===== config.mk =====
export PLATFORM = sky130hd
export DESIGN_NAME = video_timing
export DESIGN_NICKNAME = d
export VERILOG_FILES = /design/src/rtl/mapache64.sv /design/src/rtl/mod_counter.sv /design/src/rtl/video_timing.sv
export SDC_FILE = /design/constraint.sdc
export NUM_CORES = 1
export LEC_CHECK = 0
export ABC_AREA = 1
export BUFFER_PORTS_ARGS = -buffer_cell sky130_fd_sc_hd__buf_2
export CAP_MARGIN = 10
export CORE_ASPECT_RATIO = 1.1
export CORE_MARGIN = 5
export CORE_UTILIZATION = 50
export CTS_BUF_LIST = sky130_fd_sc_hd__clkbuf_8
export DETAILED_ROUTE_END_ITERATION = 10
export GPL_TIMING_DRIVEN = 0
export PLACE_DENSITY_LB_ADDON = 0.1
export REMOVE_ABC_BUFFERS = 1
export SETUP_SLACK_MARGIN = 0.05
export SYNTH_ARGS = -nofsm -noshare
export SYNTH_HDL_FRONTEND = slang
export SYNTH_SLANG_ARGS = --single-unit

===== constraint.sdc =====
create_clock -name gpu_clk -period 2.1 [get_ports gpu_clk]
set_input_delay 0.42 -clock gpu_clk [delete_from_list [all_inputs] [get_ports gpu_clk]]
set_output_delay 0.42 -clock gpu_clk [all_outputs]
set_load 0.05 [all_outputs]

===== src/rtl/mapache64.sv =====
// mapache64: shared VGA raster timing constants and types
// Provides the 640x480@60 timing constants, the 2x-scaled game window
// geometry, the raster coordinate type and the registered output bundle.
package mapache64;
  localparam int H_VISIBLE = 640;
  localparam int H_FRONT   = 16;
  localparam int H_SYNC    = 96;
  localparam int H_BACK    = 48;
  localparam int V_VISIBLE = 480;
  localparam int V_FRONT   = 10;
  localparam int V_SYNC    = 2;
  localparam int V_BACK    = 33;
  localparam int X_OFFSET  = 64;
  localparam int GAME_W    = 256;
  typedef logic [9:0] raster_coord_t;
  typedef struct packed {
    logic       hsync;
    logic       vsync;
    logic       visible;
    logic       in_window;
    logic       hblank;
    logic       vblank;
    logic       vblank_start;
    logic [7:0] current_x;
    logic [7:0] current_y;
    logic [7:0] frame_count;
  } timing_out_t;
endpackage


===== src/rtl/mod_counter.sv =====
// mod_counter: modulo-N up counter with enable and wrap pulse
// Ports: clk_i/rst_ni (async active-low), inc_en_i advances the count,
// count_o is the current value, wrap_o is high on the cycle it rolls to 0.
module mod_counter #(
  parameter int WIDTH   = 10,
  parameter int MODULUS = 800
) (
  input  logic             clk_i,
  input  logic             rst_ni,
  input  logic             inc_en_i,
  output logic [WIDTH-1:0] count_o,
  output logic             wrap_o
);
  logic [WIDTH-1:0] count_q, count_d;
  assign wrap_o  = inc_en_i && (count_q == WIDTH'(MODULUS - 1));
  assign count_o = count_q;
  always_comb count_d = wrap_o ? '0 : count_q + WIDTH'(inc_en_i);
  always_ff @(posedge clk_i or negedge rst_ni)
    if (!rst_ni) count_q <= '0;
    else count_q <= count_d;
endmodule


===== src/rtl/video_timing.sv =====
// video_timing: VGA raster timing plus 256x240 game-space coordinates
// Ports: gpu_clk/rst_n (async active-low); hsync/vsync (active low),
// visible, in_window, hblank, vblank, vblank_start pulse, current_x/y game
// coordinates and frame_count. All outputs are registered from the same
// (h,v) so they lag the counters by one cycle and stay mutually aligned.
module video_timing
  import mapache64::*;
#(
  parameter int H_VISIBLE = mapache64::H_VISIBLE,
  parameter int H_FRONT   = mapache64::H_FRONT,
  parameter int H_SYNC    = mapache64::H_SYNC,
  parameter int H_BACK    = mapache64::H_BACK,
  parameter int V_VISIBLE = mapache64::V_VISIBLE,
  parameter int V_FRONT   = mapache64::V_FRONT,
  parameter int V_SYNC    = mapache64::V_SYNC,
  parameter int V_BACK    = mapache64::V_BACK,
  parameter int X_OFFSET  = mapache64::X_OFFSET,
  parameter int H_WINDOW  = 2 * mapache64::GAME_W
) (
  input  logic       gpu_clk,
  input  logic       rst_n,
  output logic       hsync,
  output logic       vsync,
  output logic       visible,
  output logic       in_window,
  output logic [7:0] current_x,
  output logic [7:0] current_y,
  output logic       hblank,
  output logic       vblank,
  output logic       vblank_start,
  output logic [7:0] frame_count
);
  localparam int H_TOTAL = H_VISIBLE + H_FRONT + H_SYNC + H_BACK;
  localparam int V_TOTAL = V_VISIBLE + V_FRONT + V_SYNC + V_BACK;
  localparam raster_coord_t HV  = raster_coord_t'(H_VISIBLE);
  localparam raster_coord_t HS0 = raster_coord_t'(H_VISIBLE + H_FRONT);
  localparam raster_coord_t HS1 = raster_coord_t'(H_VISIBLE + H_FRONT + H_SYNC);
  localparam raster_coord_t VV  = raster_coord_t'(V_VISIBLE);
  localparam raster_coord_t VS0 = raster_coord_t'(V_VISIBLE + V_FRONT);
  localparam raster_coord_t VS1 = raster_coord_t'(V_VISIBLE + V_FRONT + V_SYNC);
  localparam raster_coord_t XO  = raster_coord_t'(X_OFFSET);
  localparam raster_coord_t XE  = raster_coord_t'(X_OFFSET + H_WINDOW);
  localparam timing_out_t OUT_RST = '{hsync: 1'b1, vsync: 1'b1, default: '0};
  raster_coord_t h, v;
  logic          h_wrap, v_wrap;
  timing_out_t   out_q, out_d;
  mod_counter #(.WIDTH($bits(raster_coord_t)), .MODULUS(H_TOTAL)) u_h (
    .clk_i   (gpu_clk),
    .rst_ni  (rst_n),
    .inc_en_i(1'b1),
    .count_o (h),
    .wrap_o  (h_wrap)
  );
  mod_counter #(.WIDTH($bits(raster_coord_t)), .MODULUS(V_TOTAL)) u_v (
    .clk_i   (gpu_clk),
    .rst_ni  (rst_n),
    .inc_en_i(h_wrap),
    .count_o (v),
    .wrap_o  (v_wrap)
  );
  // The line counter only advances on a pixel wrap, so a frame wrap must coincide with one.
  assert property (@(posedge gpu_clk) disable iff (!rst_n) v_wrap |-> h_wrap);
  always_comb begin
    out_d              = OUT_RST;
    out_d.visible      = (h < HV) && (v < VV);
    out_d.in_window    = out_d.visible && (h >= XO) && (h < XE);
    // Game pixels are doubled horizontally: drop bit 0 of the window-relative column.
    out_d.current_x    = out_d.in_window ? 8'((h - XO) >> 1) : '0;
    out_d.current_y    = (v < VV) ? 8'(v >> 1) : '0;
    out_d.hsync        = !((h >= HS0) && (h < HS1));
    out_d.vsync        = !((v >= VS0) && (v < VS1));
    out_d.hblank       = h >= HV;
    out_d.vblank       = v >= VV;
    out_d.vblank_start = (h == '0) && (v == VV);
    out_d.frame_count  = out_q.frame_count + 8'(out_d.vblank_start);
  end
  always_ff @(posedge gpu_clk or negedge rst_n)
    if (!rst_n) out_q <= OUT_RST;
    else out_q <= out_d;
  assign hsync        = out_q.hsync;
  assign vsync        = out_q.vsync;
  assign visible      = out_q.visible;
  assign in_window    = out_q.in_window;
  assign current_x    = out_q.current_x;
  assign current_y    = out_q.current_y;
  assign hblank       = out_q.hblank;
  assign vblank       = out_q.vblank;
  assign vblank_start = out_q.vblank_start;
  assign frame_count  = out_q.frame_count;
endmodule

# Word level (Yosys, flattened, before mapping)
# Index checks and enable logic that the tools add are counted.
# op_classes
n_addsub	4
n_lt_le_gt_ge	10
eq_ne	3
mux	4
n_reduce_logical	10
# op_table
cell	n
$lt A10 B10 Y1 const B	3
$eq A10 B10 Y1 const B	2
$ge A10 B10 Y1 const B	2
$ge A10 B9 Y1 const B	2
$lt A10 B9 Y1 const B	2
$mux W10	2
$mux W8	2
$add A10 B1 Y10	1
$add A10 B1 Y10 const B	1
$eq A10 B9 Y1 const B	1
$ge A10 B7 Y1 const B	1
$logic_not A10 Y1	1
$sub A9 B7 Y9 const B	1
$add A8 B1 Y8	1
$logic_and A1 B1 Y1	7
$logic_not A1 Y1	2
# word_totals
reg_bits	51
input_bits	2
output_inout_bits	31
elab_cells	43

# Depth between registers and ports, before layout
# Gate-level depths: netlist of the first run.
# logic_depth
word_depth	5
depth_mapped	15
depth_no_buf	15

# Cells and area by module
# From an unflattened synthesis of the first run, not the netlist that was laid out.
# unflattened
cells_unflattened	274
hier_area_um2	2498.6
# by_module_without_submodules
module	n_inst	cells_each	area_each_um2	seq_area_each_um2
video_timing	1	128	1362.6	778.2
mod_counter at u_h	1	73	578.1	250.2
mod_counter at u_v	1	73	558.0	250.2

# Worst setup path after synthesis of the first run
# No wires, ideal clock.
# synth_path
path_type	reg2reg
startpoint	register u_h.count_q[6] (netlist: u_h.count_o[6])
endpoint	register u_v.count_q[8] (netlist: u_v.count_o[8])
setup_ns	0.123
arrival_ns	1.877
required_time_ns	1.977
slack_ns	0.100
path_stages_with_launch	14
path_buffers	0
period_less_slack_ns	2.000
cell_sequence	dfrtp_1 -> inv_1 -> ha_1 -> nand3_1 -> nor2_2 -> nand2_2 -> inv_2 -> ha_1 -> ha_1 -> nand2_1 -> nor2_1 -> nand3_1 -> o21ai_0 -> nand2_1
# synth_via
elab_chain_cells	3
elab_cells_between_ends	4
cone_classes	add/sub: 1; eq/ne: 1; mux: 1; reduce/logical: 1
# synth_lines
item	line	rtl
from (decl)	mod_counter.sv:14	logic [WIDTH-1:0] count_q, count_d;
from (signal assigned)	mod_counter.sv:20	else count_q <= count_d;
$eq A10 B10 Y1 *	mod_counter.sv:15	assign wrap_o = inc_en_i && (count_q == WIDTH'(MODULUS - 1));
$add A10 B1 Y10 or $logic_and A1 B1 Y1 (tied branches)	mod_counter.sv:17, mod_counter.sv:15	
$mux W10 *	mod_counter.sv:17	always_comb count_d = wrap_o ? '0 : count_q + WIDTH'(inc_en_i);
named net u_v.count_d[8]	mod_counter.sv:14	
to (signal assigned)	mod_counter.sv:20	
to (decl)	mod_counter.sv:14	
# The timed path passes the listed nets; every way through them passes the cells marked *.

# Worst setup path in the final report of the first run
# layout_path
startpoint	register u_h.count_q[0] (netlist: u_h.count_o[0])
endpoint	register u_v.count_q[8] (netlist: u_v.count_o[8])
# Same word-level chain as after synthesis.

==> results of run 1 <==
==> final timing paths <==
path,endpoint,start,cells past startpoint
worst max-delay path,u_v.count_o[8],u_h.count_o[0],14
worst min-delay path,u_v.count_o[8],rst_n,2
worst max register to register,u_v.count_o[8],u_h.count_o[0],14
worst min register to register,frame_count[6],frame_count[6],1
max in group asynchronous,vsync,rst_n,3
min in group gpu_clk,frame_count[6],frame_count[6],1
==> repair_timing <==
action	4_1_cts	5_1_grt
setup endpoints to repair	8	8
resized for setup	8	18
endpoints found under the hold margin	0	7
hold buffers	0	1
buffers inserted	4	2
pin swaps	0	6
==> cells in the final DEF (no fill, tap or decap), types with 2 or more instances in the layout <==
| cell type | Yosys | layout |
|---|---|---|
| sky130_fd_sc_hd__dfrtp_1 | 49 | 48 |
| sky130_fd_sc_hd__nand3_1 | 13 | 10 |
| sky130_fd_sc_hd__nor3_2 | 0 | 2 |
| sky130_fd_sc_hd__xnor2_1 | 4 | 4 |
| sky130_fd_sc_hd__nor3_1 | 5 | 3 |
| sky130_fd_sc_hd__clkbuf_8 | 0 | 5 |
| sky130_fd_sc_hd__nand2_1 | 34 | 33 |
| sky130_fd_sc_hd__ha_4 | 0 | 2 |
| sky130_fd_sc_hd__o211ai_1 | 2 | 2 |
| sky130_fd_sc_hd__nor2_2 | 1 | 3 |
| sky130_fd_sc_hd__a21oi_1 | 3 | 3 |
| sky130_fd_sc_hd__clkinvlp_4 | 0 | 2 |
| sky130_fd_sc_hd__dfstp_2 | 2 | 2 |
| sky130_fd_sc_hd__nand4_1 | 3 | 3 |
| sky130_fd_sc_hd__o21ai_1 | 0 | 2 |
| sky130_fd_sc_hd__inv_1 | 37 | 35 |
| sky130_fd_sc_hd__xor2_1 | 8 | 8 |
| sky130_fd_sc_hd__ha_2 | 0 | 4 |
| sky130_fd_sc_hd__inv_2 | 2 | 3 |
| sky130_fd_sc_hd__ha_1 | 12 | 6 |
| sky130_fd_sc_hd__buf_4 | 0 | 6 |
| sky130_fd_sc_hd__o21ai_0 | 6 | 4 |
| sky130_fd_sc_hd__nor2_1 | 50 | 46 |
| sky130_fd_sc_hd__buf_2 | 1 | 32 |
| sky130_fd_sc_hd__nand2_2 | 5 | 6 |
| sky130_fd_sc_hd__nor2_4 | 2 | 4 |
| sky130_fd_sc_hd__nand3_2 | 0 | 3 |
==> report_power, final <==
part / leakage [nW] / switching, mW / internal [mW] / total (mW)
clock: 0.0402 / 0.323 / 0.232 / 0.555
sequential: 0.685 / 0 / 0.981 / 0.981
combinational: 0.741 / 0.0186 / 0.00569 / 0.0243
total: 1.47 / 0.342 / 1.22 / 1.56
==> through the flow <==
| stage | std cells | total power [mW] | setup TNS (ns) | hold slack, ns | area [um^2] |
|---|---|---|---|---|---|
| 6_report | 349 | 1.56 | 0 | 0.486 | 2770 |
| 5_1_grt | 349 | 1.63 | 0 | 0.511 | 2770 |
| 4_1_cts | 345 | 1.58 | 0 | 0.352 | 2660 |
| 3_5_place_dp | 333 | 1.02 | -0.686 | 0.474 | 2520 |
| 3_3_place_gp | 333 | 1.02 | -0.598 | 0.476 | 2520 |
| 2_1_floorplan | 245 | 1.00 | 0 | 0.124 | 2290 |
==> critical path, stage by stage (launching register included) <==
cell and delay, ns:
sky130_fd_sc_hd__dfrtp_1 0.39, sky130_fd_sc_hd__ha_2 0.20, sky130_fd_sc_hd__nand2_2 0.06, sky130_fd_sc_hd__inv_2 0.07
sky130_fd_sc_hd__nand2_2 0.07, sky130_fd_sc_hd__nor2_2 0.13, sky130_fd_sc_hd__nand2_2 0.10, sky130_fd_sc_hd__inv_4 0.08
sky130_fd_sc_hd__ha_4 0.13, sky130_fd_sc_hd__ha_4 0.14, sky130_fd_sc_hd__nand2_2 0.07, sky130_fd_sc_hd__nor2_4 0.13
sky130_fd_sc_hd__nand3_2 0.09, sky130_fd_sc_hd__o21ai_1 0.13, sky130_fd_sc_hd__nand2_1 0.05
==> registers in the layout, indices dropped and copies added, names as in the netlist <==
signal	flops
current_x	8
current_y	8
frame_count	8
hblank	1
hsync	1
in_window	1
u_h.count_o	10
u_v.count_o	10
vblank	1
vblank_start	1
visible	1
vsync	1
==> routing by layer <==
| layer | global-route usage | up-vias |
|---|---|---|
| met4 | 0.0747 | 0 |
| li1 | - | 853 |
| met3 | 0.0408 | 8 |
| met5 | 0 | - |
| met1 | 0.192 | 759 |
| met2 | 0.236 | 31 |
==> logic make-up after synthesis <==
group                      Yosys count
DFF                                 51
xor gates and xnor gates            12
buffers and inverters               41
AOI/OAI and AO/OA                   13
adders and majority gates           12
and+or+nand+nor                    118
==> cell type report <==
class                      count  area [um^2]
clock buffer                   5         68.8
clock inverter                 3         20.0
fill                         392         1780
inverter                      39          149
multi-input combinational    155          951
sequential                    51         1280
tap                           56         70.1
timing repair buffer          40          235
==> Flow_metrics.wiki, run 1 <==
{| class="wikitable"
! Metric !! Value
|-
| Min-Delay Path Class || primary input to async pin
|-
| Number of global-route vias before repair || 1,516
|-
| Combined global-route utilization of all metal layers || 0.151
|-
| Port bufs || 32
|-
| Mean area per synthesized cell || 9.35 um^2
|-
| Fraction of post-synthesis cell area in the top cell type by area || 0.531
|-
| Most repeated cell in the gate-level netlist after synthesis || sky130_fd_sc_hd__nor2_1
|-
| Cell type contributing the most total cell area after synthesis || sky130_fd_sc_hd__dfrtp_1
|-
| Worst slack, placed || -0.251 ns
|-
| Async set or reset register ratio after synthesis || 1.00
|-
| Leading cell types by total area after synthesis || sky130_fd_sc_hd__dfrtp_1 53%, sky130_fd_sc_hd__nor2_1 8.1%, sky130_fd_sc_hd__ha_1 6.5%, sky130_fd_sc_hd__inv_1 6.0%, sky130_fd_sc_hd__nand2_1 5.5%
|-
| DIE WIDTH || 74.8 um
|-
| Number of buffers created by CTS || 5
|-
| Root buf cell || sky130_fd_sc_hd__clkbuf_8
|-
| Category of the most critical setup path || register to register
|-
| Data arrival, critical path || 2.15 ns
|-
| Top Metal Used || met4
|-
| Tightest Pin Transition || 0.344 ns
|-
| Sum of met2 wire segment lengths after detailed routing || 1.92 mm
|-
| Final HPWL from detailed placement || 2.97 mm
|-
| Global-route wire length before repair || 6.90 mm
|-
| Number of endpoints with negative hold slack in the final report || 0
|-
| Critical path capture point type || register
|-
| Die footprint || 6080 um^2
|-
| RSZ-0062 raised after global routing || true
|-
| Drt pass-1 iters || 4
|-
| Relative slew margins || 0.768
|-
| Mux cell area share after synthesis || 0
|-
| Number of ports placed on the die boundary || 33
|-
| Endpoint required time on the critical path || 2.30 ns
|-
| Bufs on Longest Clock Path || 2
|-
| Final max-slew violation count || 0
|-
| Pin count of the biggest net entering global routing || 52
|-
| Most used flip-flop cell after synthesis || sky130_fd_sc_hd__dfrtp_1
|-
| Clock slew at reported path FFs || 0.09 ns
|-
| CTS HTree Levels || 2
|-
| Final worst slack || 0.149 ns
|-
| Met1 wire length || 1.91 mm
|-
| Maximum vdd drop || 0.324 mV
|-
| Maximum clock frequency || 513 MHz
|-
| Wire length reported by the detailed router || 4.15 mm
|-
| Reg2reg setup slack || 0.15 ns
|-
| Total number of vias || 1,651
|-
| Combinational family with the most area after synthesis || simple AND/OR/NAND/NOR gates
|-
| Number of DRC markers in iteration 0 || 100
|-
| Critical path startpoint category || register
|-
| Share of post-route cells with drive strength above 1 || 0.280
|-
| Area of the mapped netlist || 2310 um^2
|-
| Maximum Capacitance Violations || 0
|-
| Number of endpoints failing setup at the final stage || 0
|-
| Synthesized-area fraction occupied by ao, oa, aoi and oai cells || 0.0368
|-
| Leakage power || 1.47 nW
|-
| Register area share after synthesis || 0.554
|-
| Routed wire length on met3 || 217 um
|-
| Post-detailed-route via-to-cell ratio || 4.73
|-
| Post-Synth Adder-Cell Area || 0.0650
|-
| Leading post-synthesis cells by instance count || 50 x sky130_fd_sc_hd__nor2_1, 49 x sky130_fd_sc_hd__dfrtp_1, 37 x sky130_fd_sc_hd__inv_1
|-
| Ratio of total power to cell area || 563 nW/um^2
|-
| Clock tree from TritonCTS || built
|-
| Utilization after layout || 0.609
|-
| Final antenna diode count || 0
|-
| Warnings, synthesis || 0
|-
| Number of antenna violations at the first check in global routing || 0
|-
| Count of flip-flops with a built-in enable after synthesis || 0
|-
| Standard-cell row count || 26
|-
| Total clock sinks || 51
|-
| Post-synthesis simple-gate area fraction || 0.229
|-
| Starting density of the core || 0.507
|-
| Synthesis-stage register bit count || 51
|-
| Maximum fanout encountered on the critical timing path || 4
|-
| Period minus WS final || 1.95 ns
|-
| Parity-gate share of the synthesized area counting xor and xnor cells || 0.0455
|-
| Status || complete, no violations
|-
| Overall overflow remaining after global route || 0
|-
| Distinct cells, synth || 27
|-
| Worst clock skew || 0.00651 ns
|-
| Placeable Area || 4550 um^2
|-
| Height of the die || 81.3 um
|-
| Antenna-violating nets left || 0
|-
| Post-route DRC violation count || 0
|-
| Final routed wire length divided by cell count || 11.9 um
|-
| Total number of nets in the final design || 306
|-
| Weighted congestion reported at the end of routability-driven placement || 0.779
|-
| Post-route clock period utilization || 0.929
|-
| Number of instances in the synthesized netlist || 247
|-
| Layout-stage area growth over the synthesis result || 20.1%
|-
| Clock insertion delay at the later pin of the skew report || 0.30 ns
|}
(Power assumes the default switching activity.)
==> inputs of run 2 (changes only) <==
--- a/config.mk
+++ b/config.mk
@@ -15,6 +15,7 @@
 export DETAILED_ROUTE_END_ITERATION = 10
 export GPL_TIMING_DRIVEN = 0
 export PLACE_DENSITY_LB_ADDON = 0.1
+export RECOVER_POWER = 25
 export REMOVE_ABC_BUFFERS = 1
 export SETUP_SLACK_MARGIN = 0.05
 export SYNTH_ARGS = -nofsm -noshare
==> run 2 against run 1 <==
  * Design area decreased by 0.50%
  * Flip-flop and latch count stayed put
  * Total power fell by 0.21%
  * Largest power group unchanged
  * Routed wire length did not move
  * Global-route usage stayed put
  * Clock-buffer cell count unchanged
  * Highest routed layer unchanged
  * Non-clock buffer count unchanged
  * Final cell count did not move
  * Die area unchanged
  * Utilization is 0.30 points lower
  * Maximum frequency barely moved
  * Largest cell class unchanged
==> Flow_metrics.wiki, run 2 (synthesis gave the netlist of run 1 again) <==
{| class="wikitable"
! Metric !! Value
|-
| Maximum clock frequency || 512 MHz (was 513 MHz)
|-
| Worst Hold Launch || frame_count[6]
|-
| Number of endpoints with negative hold slack in the final report || 0 (unchanged)
|-
| Part of the power in the clock network || 0.357 (was 0.356)
|-
| Tightest Pin Transition || 0.571 ns (was 0.344 ns)
|-
| Min-Delay Path Class || register to register (was primary input to async pin)
|-
| Status || complete, no violations (unchanged)
|-
| Share of post-route cells with drive strength above 1 || 0.276 (was 0.280)
|-
| Total number of vias || 1,650 (was 1,651)
|-
| RSZ-0062 raised after global routing || true (unchanged)
|-
| Standard-cell row count || 26 (unchanged)
|-
| Post-route cell area || 2760 um^2 (was 2770 um^2)
|-
| Final routed wire length divided by cell count || 11.9 um (unchanged)
|-
| Internal power contribution || 1.22 mW (about the same)
|-
| Bufs on Longest Clock Path || 2 (unchanged)
|-
| Final max-slew violation count || 0 (unchanged)
|-
| Clock insertion delay at the later pin of the skew report || 0.30 ns (about the same)
|-
| Final antenna diode count || 0 (unchanged)
|-
| Final HPWL from detailed placement || 2.97 mm (unchanged)
|-
| DIE WIDTH || 74.8 um (unchanged)
|-
| Endpoint required time on the critical path || 2.30 ns (about the same)
|-
| Maximum vdd drop || 0.324 mV (about the same)
|-
| Maximum fanout encountered on the critical timing path || 4 (unchanged)
|-
| Total clock sinks || 51 (unchanged)
|-
| Commonest cells after routing, fill and taps aside || 48 x sky130_fd_sc_hd__dfrtp_1, 46 x sky130_fd_sc_hd__nor2_1, 35 x sky130_fd_sc_hd__inv_1 (unchanged)
|-
| Layout-stage area growth over the synthesis result || 19.5% (was 20.1%)
|-
| Combinational share of power || 0.013 (was 0.016)
|-
| Combined global-route utilization of all metal layers || 0.151 (unchanged)
|-
| Most common cell after layout, fill and taps aside || sky130_fd_sc_hd__dfrtp_1 (unchanged)
|-
| Post-route clock period utilization || 0.929 (about the same)
|-
| Port bufs || 32 (unchanged)
|-
| Total number of nets in the final design || 306 (unchanged)
|-
| Data arrival, critical path || 2.15 ns (about the same)
|-
| Share of power burned in registers || 0.630 (was 0.629)
|-
| Placeable Area || 4550 um^2 (unchanged)
|-
| Number of ports placed on the die boundary || 33 (unchanged)
|-
| Critical path startpoint category || register (unchanged)
|-
| Placed insts || 333 (unchanged)
|-
| Overall overflow remaining after global route || 0 (unchanged)
|-
| Wire length reported by the detailed router || 4.15 mm (unchanged)
|-
| Source of the critical timing path || u_h.count_o[0] (unchanged)
|-
| Relative slew margins || 0.619 (was 0.768)
|-
| Total power after layout || 1.56 mW (about the same)
|-
| Maximum Capacitance Violations || 0 (unchanged)
|-
| Clock tree from TritonCTS || built (unchanged)
|-
| Final worst slack || 0.148 ns (was 0.149 ns)
|-
| Root buf cell || sky130_fd_sc_hd__clkbuf_8 (unchanged)
|-
| Worst clock skew || 0.00661 ns (was 0.00651 ns)
|-
| Critical path capture point type || register (unchanged)
|-
| Placed Instance Area || 2520 um^2 (unchanged)
|-
| Number of antenna violations at the first check in global routing || 0 (unchanged)
|-
| Clock slew at reported path FFs || 0.09 ns (about the same)
|-
| Switch share || 0.219 (about the same)
|-
| Ratio of total power to cell area || 564 nW/um^2 (was 563 nW/um^2)
|-
| Pin count of the biggest net entering global routing || 52 (unchanged)
|-
| Global-route wire length before repair || 6.90 mm (unchanged)
|-
| Die footprint || 6080 um^2 (unchanged)
|-
| Antenna-violating nets left || 0 (unchanged)
|-
| Period minus WS final || 1.95 ns (about the same)
|-
| Height of the die || 81.3 um (unchanged)
|-
| Number of global-route vias before repair || 1,516 (unchanged)
|-
| NetSw || 342 uW (about the same)
|-
| Starting density of the core || 0.507 (unchanged)
|-
| Number of buffers created by CTS || 5 (unchanged)
|-
| CTS HTree Levels || 2 (unchanged)
|-
| Category of the most critical setup path || register to register (unchanged)
|-
| Launch point of the worst reg-to-reg path || u_h.count_o[0] (unchanged)
|-
| Number of endpoints failing setup at the final stage || 0 (unchanged)
|-
| Drt pass-1 iters || 4 (unchanged)
|-
| Number of DRC markers in iteration 0 || 91 (was 100)
|-
| Weighted congestion reported at the end of routability-driven placement || 0.779 (unchanged)
|-
| Final std cells w/o fill || 349 (unchanged)
|-
| Post-detailed-route via-to-cell ratio || 4.73 (about the same)
|-
| Post-route DRC violation count || 0 (unchanged)
|-
| Worst slack, placed || -0.251 ns (unchanged)
|-
| Leakage power || 1.46 nW (was 1.47 nW)
|}
## run 2: metal layers
layer,up-vias,track usage,part of all wire
met5,-,0,0
met4,0,0.0747,0.023
met3,8,0.0408,0.054
met2,31,0.236,0.47
met1,758,0.192,0.45
li1,853,-,-
## run 2: worst paths after layout
check | to | slack (ns) | cells after the start
setup / recovery | u_v.count_o[8] | 0.15 | 14
hold / removal | frame_count[6] | 0.49 | 1
setup reg to reg | u_v.count_o[8] | 0.15 | 14
hold reg to reg | frame_count[6] | 0.49 | 1
max in group asynchronous | u_h.count_o[6] | 0.54 | 3
min in group asynchronous | u_v.count_o[8] | 0.56 | 2
## run 2: final cells by class
class	instances	area [um^2]
flip-flops and latches	51	1280
fillers	392	1790
inverters	39	149
repair buffers	40	221
clock inverters	3	20.0
multi-input cells	155	951
clock buffers	5	68.8
well taps	56	70.1
## run 2: timing repair
action	4_1_cts	5_1_grt
setup buffers	4	2
pin swaps	0	6
endpoints found under the hold margin	0	7
gates resized for setup	8	18
endpoints found under the setup margin	8	8
hold buffers	0	1
## run 2: power by group through the flow
stage | sequential (mW) | combinational [mW] | clock [mW]
after global placement | 1.00 | 0.0199 | 0
after global routing | 0.982 | 0.0258 | 0.614
after CTS | 0.981 | 0.0202 | 0.580
after floorplan | 1.00 | 0.000000543 | 0
after detailed placement | 1.00 | 0.0202 | 0
final | 0.981 | 0.0209 | 0.556
## run 2: metrics by stage
stage	util	TNS (ns)	hold WS [ns]
after detailed placement	0.554	-0.686	0.474
after global routing	0.606	0	0.512
after global placement	0.554	-0.598	0.476
after CTS	0.583	0	0.352
final	0.606	0	0.486
after floorplan	-	0	0.124
## run 2: critical path, stage by stage (launching register included)
cell	delay, ns
sky130_fd_sc_hd__dfrtp_1	0.39
sky130_fd_sc_hd__ha_2	0.20
sky130_fd_sc_hd__nand2_2	0.06
sky130_fd_sc_hd__inv_2	0.07
sky130_fd_sc_hd__nand2_2	0.07
sky130_fd_sc_hd__nor2_2	0.13
sky130_fd_sc_hd__nand2_2	0.10
sky130_fd_sc_hd__inv_4	0.08
sky130_fd_sc_hd__ha_4	0.13
sky130_fd_sc_hd__ha_4	0.14
sky130_fd_sc_hd__nand2_2	0.07
sky130_fd_sc_hd__nor2_4	0.13
sky130_fd_sc_hd__nand3_2	0.09
sky130_fd_sc_hd__o21ai_1	0.14
sky130_fd_sc_hd__nand2_1	0.05
